`src/rtl/matmul_pkg.sv`:
```
// Shared constants and helpers for the 8x8 matrix multiply cluster.
//   DIM / DATA_W / ADDR_W : result matrix geometry and element width
//   A_W / B_W             : operand element widths of matrix_mult_8x8
//   stream_state_t        : result streamer control states
//   rc_to_addr()          : (row, col) -> column-major result RAM address
package matmul_pkg;

  localparam int DIM    = 8;
  localparam int DATA_W = 19;
  localparam int ADDR_W = 6;
  localparam int A_W    = 8;
  localparam int B_W    = 8;

  typedef enum logic [1:0] {
    IDLE,
    RUN,
    DRAIN
  } stream_state_t;

  // Results are stored column-major: element (r,c) sits at DIM*c + r.
  function automatic int unsigned rc_to_addr(input int unsigned r,
                                             input int unsigned c,
                                             input int unsigned dim = DIM);
    return dim * c + r;
  endfunction

endpackage

```
`src/rtl/matrix_result_streamer_if.sv`:
```
// Result RAM read port plus the row-major output stream of the streamer.
//   rd_en/rd_addr  : streamer -> RAM read request
//   rd_data        : RAM -> streamer, valid one cycle after rd_en
//   out_data/out_valid/out_last : streamer -> consumer
//   out_ready      : consumer -> streamer
// modport master = streamer side, modport slave = RAM/consumer side.
interface matrix_result_streamer_if #(
  parameter int DATA_W = matmul_pkg::DATA_W,
  parameter int ADDR_W = matmul_pkg::ADDR_W
);

  logic              rd_en;
  logic [ADDR_W-1:0] rd_addr;
  logic [DATA_W-1:0] rd_data;
  logic [DATA_W-1:0] out_data;   // two's complement element
  logic              out_valid;
  logic              out_ready;
  logic              out_last;

  modport master (
    output rd_en, rd_addr, out_data, out_valid, out_last,
    input  rd_data, out_ready
  );

  modport slave (
    input  rd_en, rd_addr, out_data, out_valid, out_last,
    output rd_data, out_ready
  );

endinterface

```
`src/rtl/stream_skid_fifo.sv`:
```
// Two-entry FIFO holding {last, data} words between the result RAM and the
// output register of the streamer.
//   clk, reset       : clock, async active-high reset
//   push, push_data  : write one word
//   pop              : drop the head word
//   head             : current head word (meaningless when count == 0)
//   count            : occupancy, 0..2
// Push into a full FIFO and pop from an empty one are ignored; the streamer's
// credit scheme never asks for either.
module stream_skid_fifo #(
  parameter int W = 20
) (
  input  logic         clk,
  input  logic         reset,
  input  logic         push,
  input  logic [W-1:0] push_data,
  input  logic         pop,
  output logic [W-1:0] head,
  output logic [1:0]   count
);

  logic [1:0][W-1:0] mem;
  logic              wr_ptr;
  logic              rd_ptr;
  logic              pop_ok;
  logic              push_ok;

  assign pop_ok  = pop && (count != 2'd0);
  assign push_ok = push && ((count != 2'd2) || pop_ok);
  assign head    = mem[rd_ptr];

  always_ff @(posedge clk or posedge reset) begin
    if (reset) begin
      mem    <= '0;
      wr_ptr <= 1'b0;
      rd_ptr <= 1'b0;
      count  <= 2'd0;
    end else begin
      if (push_ok) begin
        mem[wr_ptr] <= push_data;
        wr_ptr      <= ~wr_ptr;
      end
      if (pop_ok) rd_ptr <= ~rd_ptr;
      count <= count + 2'(push_ok) - 2'(pop_ok);
    end
  end

endmodule

```
`src/rtl/matrix_result_streamer.sv`:
```
// Reads the column-major 8x8 result RAM of matrix_mult_8x8 after its done
// pulse and streams the elements out row-major over valid/ready.
//   clk, reset : clock, async active-high reset
//   start      : one-cycle pulse, accepted only while idle
//   bus        : master side of matrix_result_streamer_if (RAM read port
//                and output stream)
//   busy       : stream in progress
//   done       : one-cycle pulse after the final (64th) transfer
//   checksum   : only with RESULT_CHECKSUM_EN defined; sign-extended sum of
//                all transferred elements, stable from done to next start
//
// Datapath: RAM read (1 cycle) -> 2-entry FIFO -> output register.
// A read is issued only while FIFO occupancy plus reads in flight stays
// below 2, counting a FIFO entry that moves to the output register in the
// same cycle as already free. That keeps full throughput and makes FIFO
// overflow impossible whatever out_ready does.
module matrix_result_streamer #(
  parameter int DATA_W = matmul_pkg::DATA_W,
  parameter int DIM    = matmul_pkg::DIM,
  parameter int ADDR_W = matmul_pkg::ADDR_W
) (
  input  logic clk,
  input  logic reset,
  input  logic start,
  matrix_result_streamer_if.master bus,
  output logic busy,
  output logic done
`ifdef RESULT_CHECKSUM_EN
  ,
  output logic signed [DATA_W+5:0] checksum
`endif
);

  import matmul_pkg::*;

  localparam int LG = $clog2(DIM);

  stream_state_t     state, state_nx;
  logic [ADDR_W-1:0] idx;
  logic              last_rd;
  logic              issue;
  logic              accept;

  logic              fly_vld;
  logic              fly_last;

  logic [DATA_W:0]   head;
  logic [1:0]        occ;
  logic              load;

  logic              out_valid_q;
  logic              out_last_q;
  logic [DATA_W-1:0] out_data_q;
  logic              xfer;

  assign accept  = (state == IDLE) && start;
  assign last_rd = (idx == {ADDR_W{1'b1}});
  assign xfer    = out_valid_q && bus.out_ready;
  // The output register refills from the FIFO whenever it is empty or
  // being emptied by a transfer in this cycle.
  assign load    = (occ != 2'd0) && (!out_valid_q || bus.out_ready);
  assign issue   = (state == RUN) &&
                   ((3'(occ) + 3'(fly_vld) - 3'(load)) < 3'd2);

  // ---------------- control FSM ----------------
  always_ff @(posedge clk or posedge reset) begin
    if (reset) state <= IDLE;
    else       state <= state_nx;
  end

  always_comb begin
    state_nx = state;
    case (state)
      IDLE:    if (start) state_nx = RUN;
      RUN:     if (issue && last_rd) state_nx = DRAIN;
      DRAIN:   if (xfer && out_last_q) state_nx = IDLE;
      default: state_nx = IDLE;
    endcase
  end

  // ---------------- read side ----------------
  // idx walks row-major; it parks on the last element rather than wrapping.
  always_ff @(posedge clk or posedge reset) begin
    if (reset) begin
      idx      <= '0;
      fly_vld  <= 1'b0;
      fly_last <= 1'b0;
    end else begin
      if (accept)                idx <= '0;
      else if (issue && !last_rd) idx <= idx + 1'b1;
      fly_vld  <= issue;
      fly_last <= issue && last_rd;
    end
  end

  assign bus.rd_en   = issue;
  assign bus.rd_addr = ADDR_W'(rc_to_addr(32'(idx[ADDR_W-1:LG]),
                                          32'(idx[LG-1:0]), DIM));

  // ---------------- buffering ----------------
  stream_skid_fifo #(.W(DATA_W + 1)) u_fifo (
    .clk       (clk),
    .reset     (reset),
    .push      (fly_vld),
    .push_data ({fly_last, bus.rd_data}),
    .pop       (load),
    .head      (head),
    .count     (occ)
  );

  always_ff @(posedge clk or posedge reset) begin
    if (reset) begin
      out_valid_q <= 1'b0;
      out_last_q  <= 1'b0;
      out_data_q  <= '0;
    end else if (load) begin
      out_valid_q <= 1'b1;
      out_last_q  <= head[DATA_W];
      out_data_q  <= head[DATA_W-1:0];
    end else if (xfer) begin
      out_valid_q <= 1'b0;
      out_last_q  <= 1'b0;
    end
  end

  assign bus.out_valid = out_valid_q;
  assign bus.out_last  = out_last_q;
  assign bus.out_data  = out_data_q;

  // ---------------- status ----------------
  always_ff @(posedge clk or posedge reset) begin
    if (reset) done <= 1'b0;
    else       done <= (state == DRAIN) && xfer && out_last_q;
  end

  assign busy = (state != IDLE);

`ifdef RESULT_CHECKSUM_EN
  logic signed [DATA_W+5:0] acc;

  always_ff @(posedge clk or posedge reset) begin
    if (reset)       acc <= '0;
    else if (accept) acc <= '0;
    else if (xfer)   acc <= acc + {{6{out_data_q[DATA_W-1]}}, out_data_q};
  end

  assign checksum = acc;
`endif

endmodule

```
`src/flat_wrapper.sv`:
```
// flat-port wrapper written by rule: the top's interface ports become plain ports
module matrix_result_streamer_flat import matmul_pkg::*;
#(
  parameter int DATA_W = matmul_pkg::DATA_W,
  parameter int DIM    = matmul_pkg::DIM,
  parameter int ADDR_W = matmul_pkg::ADDR_W
)
  (clk, reset, start, busy, done, bus_rd_en, bus_rd_addr, bus_out_data, bus_out_valid, bus_out_last, bus_rd_data, bus_out_ready);
  matrix_result_streamer_if #(.DATA_W(DATA_W), .ADDR_W(ADDR_W)) bus_i ();
  input  logic clk;
  input  logic reset;
  input  logic start;
  output logic busy;
  output logic done;
  output wire logic [$bits(bus_i.rd_en)-1:0] bus_rd_en;
  output wire logic [$bits(bus_i.rd_addr)-1:0] bus_rd_addr;
  output wire logic [$bits(bus_i.out_data)-1:0] bus_out_data;
  output wire logic [$bits(bus_i.out_valid)-1:0] bus_out_valid;
  output wire logic [$bits(bus_i.out_last)-1:0] bus_out_last;
  input wire logic [$bits(bus_i.rd_data)-1:0] bus_rd_data;
  input wire logic [$bits(bus_i.out_ready)-1:0] bus_out_ready;
  assign bus_rd_en = bus_i.rd_en;
  assign bus_rd_addr = bus_i.rd_addr;
  assign bus_out_data = bus_i.out_data;
  assign bus_out_valid = bus_i.out_valid;
  assign bus_out_last = bus_i.out_last;
  assign bus_i.rd_data = bus_rd_data;
  assign bus_i.out_ready = bus_out_ready;
  matrix_result_streamer #(.DATA_W(DATA_W), .DIM(DIM), .ADDR_W(ADDR_W)) u_core (.clk(clk), .reset(reset), .start(start), .bus(bus_i), .busy(busy), .done(done));
endmodule
```
`config.mk`:
```
export PLATFORM = sky130hd
export DESIGN_NAME = matrix_result_streamer_flat
export DESIGN_NICKNAME = d
export VERILOG_FILES = /design/src/rtl/matmul_pkg.sv /design/src/rtl/matrix_result_streamer_if.sv /design/src/rtl/stream_skid_fifo.sv /design/src/rtl/matrix_result_streamer.sv /design/src/flat_wrapper.sv
export SDC_FILE = /design/constraint.sdc
export NUM_CORES = 1
export LEC_CHECK = 0
export CORE_MARGIN = 4
export CORE_UTILIZATION = 48
export DETAILED_ROUTE_END_ITERATION = 8
export GPL_TIMING_DRIVEN = 0
export PLACE_DENSITY_LB_ADDON = 0.05
export RECOVER_POWER = 100
export SLEW_MARGIN = 20
export SYNTH_ARGS = -nofsm -noshare
export SYNTH_HDL_FRONTEND = slang
export SYNTH_SLANG_ARGS = --single-unit
```
`constraint.sdc`:
```
create_clock -name clk -period 2.7 [get_ports clk]
set_clock_uncertainty 0.05 [all_clocks]
set_input_delay 0.27 -clock clk [delete_from_list [all_inputs] [get_ports clk]]
set_output_delay 0.27 -clock clk [all_outputs]
set_load 0.1 [all_outputs]
```
==> results_dict.tcl <==
set metrics [dict create \
    cts.sinks 76 \
    cts_tree "yes" \
    grt_pass1_wl_um 11000 \
    post-route-util_pct 66.80 \
    fin_ws_ps -195.3 \
    wirelength_um 6170 \
    grt_start_max_net_pins 44 \
    multiInputGateArea_um2 1319 \
    worst_setup_path_end_kind "output pin" \
    num_antenna_cells 0 \
    cts-root-buf "clkbuf_8" \
    pin_count 53 \
    n_fill_cell 479 \
    synth_seq_cells 76 \
    yosys_warnings 0 \
    grt_pass1_vias 2250 \
    initial_core_util_pct 50.31 \
    ys.flop_type "dfrtp_1" \
    design.core.area_um2 6459 \
    hold_buffers 0 \
    layout_commonest_cell "dfrtp_1" \
    clk_latency_ps 340 \
    crit_path_start_kind "register" \
    drive_above_1_share_pct 27.66 \
    setup_violations 1 \
    grt-ovfl-total 0 \
    die_w_um 90.28 \
    rsz0062_at_grt "yes" \
    clk_transition_reported_paths_ps 70 \
    viasPerCell 5.202 \
    ys_async_sr_fraction_pct 100.0 \
    synth_nets 280 \
    synth_area_um2 3249 \
    crit_arrival_ps 2580 \
    fin_crit_sh_pct 107.2 \
    ant_nets 0 \
    synth_edf_count 0 \
    violations "max-capacitance violations, max-slew violations, negative setup slack" \
    hpwl_um 4113 \
    area_growth_pct 32.77 \
    dr.pass1.iters 4 \
    design.die.area_um2 8150 \
    antenna_found_initial 0 \
    grt_use_total_pct 16.90 \
    final_cell_mix "dfrtp_1 (73), clkdlybuf4s50_1 (49), mux2_2 (38)" \
    syn_inst 252 \
    post-route-drc-count 0 \
    vias 2112 \
    crit_fanout 4 \
    tightest_slew_ps 1583 \
    place_congestion 0.7170 \
    report.final.hold_viol_count 0 \
    worstHoldPathType "input port to register" \
    drt_first_iter_violations 56 \
    cts_htree_levels 3 \
    drv_cap 1 \
    crit_type "register to output pin" \
    port_buffers 52 \
    cts_buffers 9 \
    nNetsFinal 352 \
    fmax_mhz 345.4 \
    drv_slew 44 \
    worst_ep_required_time_ps 2380 \
    clk_path_buf_depth 2 \
    chipHeight_um 90.28 \
    seqCellArea_um2 1906 \
    ys_seq_area_share_pct 58.53 \
    wl_per_cell_um 15.20 \
    yosysUniqueCellTypes 42 \
    rows 29 \
    layout_min_cycle_time_ps 2895 \
    synth.avg_cell_area_um2 12.89 \
    status "finished, violations left" \
    max_slew_margin_pct -5.634 \
]
==> layout make-up <==
class | count | share of cell area (%)
Sequential cell | 76 | 44.17
Multi-Input combinational cell | 157 | 30.57
Timing Repair Buffer | 61 | 14.01
Clock buffer | 13 | 4.147
Tap cell | 77 | 2.233
Clock inverter | 3 | 2.088
Buffer | 10 | 1.711
Inverter | 9 | 1.073
==> cell usage after synthesis, types with 2 or more instances <==
cell type | number | share of area (%)
dfrtp_1 | 76 | 59
mux2_2 | 38 | 13
nor2_1 | 25 | 2.9
a21oi_1 | 19 | 2.9
mux2i_1 | 19 | 5.9
inv_1 | 8 | 0.92
nand2_1 | 8 | 0.92
ha_1 | 4 | 1.5
xnor2_1 | 4 | 1.1
a211oi_1 | 3 | 0.69
a31oi_1 | 3 | 0.58
buf_2 | 3 | 0.46
mux2_1 | 3 | 1.0
nand2b_1 | 3 | 0.58
nand3_1 | 3 | 0.46
nor3_1 | 3 | 0.46
buf_1 | 2 | 0.23
buf_4 | 2 | 0.46
buf_6 | 2 | 0.69
o21ai_0 | 2 | 0.31
==> stage by stage <==
step | setup TNS, ps | hold WS, ps | setup WS (ps) | instance area [um2] | std cells
after global routing | -693.6 | 386.9 | -312.2 | 4314 | 406
after floorplan | -1394 | 351.7 | -253.2 | 3304 | 252
after CTS | -228.3 | 288.5 | -228.3 | 4298 | 405
after detailed placement | -3734 | 435.5 | -1308 | 3944 | 382
final | -195.3 | 376.9 | -195.3 | 4314 | 406
after global placement | -68030 | 423.1 | -1301 | 3921 | 381
==> logic make-up after synthesis <==
family	after synthesis	share of synthesized area [%]
AND/OR/NAND/NOR	53	8.048
buffers and inverters	19	3.003
adder cells (fa/ha/maj)	5	2.156
XOR/XNOR	6	1.848
AO/OA/AOI/OAI	33	6.354
multiplexers	60	20.06
flip-flops	76	58.53
==> repair_timing <==
item,in CTS,in global routing
setup buffers,7,2
pin swaps,3,3
endpoints found under the setup margin,10,9
endpoints found under the hold margin,0,0
gates resized for setup,17,5
==> registers in the layout (all words and copies together), names as in the netlist <==
register and cells:
u_core.u_fifo.mem 40, u_core.bus.out_data 19, u_core.idx 6, u_core.state 2
u_core.u_fifo.count 2, u_core.bus.out_last 1, u_core.bus.out_valid 1, u_core.done 1
u_core.fly_last 1, u_core.fly_vld 1, u_core.u_fifo.rd_ptr 1, u_core.u_fifo.wr_ptr 1
==> worst paths after layout <==
check / from / to / depth (start not counted) / slack [ps]
setup / recovery: u_core.u_fifo.count[0] / bus_rd_en / 10 / -200
hold / removal: bus_out_ready / u_core.done / 3 / 380
setup reg to reg: u_core.u_fifo.count[0] / u_core.idx[0] / 11 / 20
hold reg to reg: u_core.fly_last / u_core.u_fifo.mem[39] / 1 / 450
max in group asynchronous: reset / u_core.u_fifo.mem[5] / 3 / 480
min in group asynchronous: reset / u_core.bus.out_data[13] / 2 / 800
==> routing by layer <==
layer  vias to the layer above  routed length [um]  track usage [%]
li1                       1029                   -                -
met1                      1037                3039            23.79
met2                        38                2834            25.45
met3                         8                 189            3.250
met4                         0                 108            7.653
met5                         -                   0                0
==> critical path, cell delays in order, from the launching register on <==
cell and delay (ps):
dfrtp_2 430, nor2_4 160, nor2_4 70, buf_8 120, ha_4 220, nand2b_4 130
fa_2 520, nand3b_1 90, or2_4 280, inv_12 70, buf_16 160
Power is not shown: default switching activity piles up to over one toggle a cycle in this logic, so the estimate is an artifact.
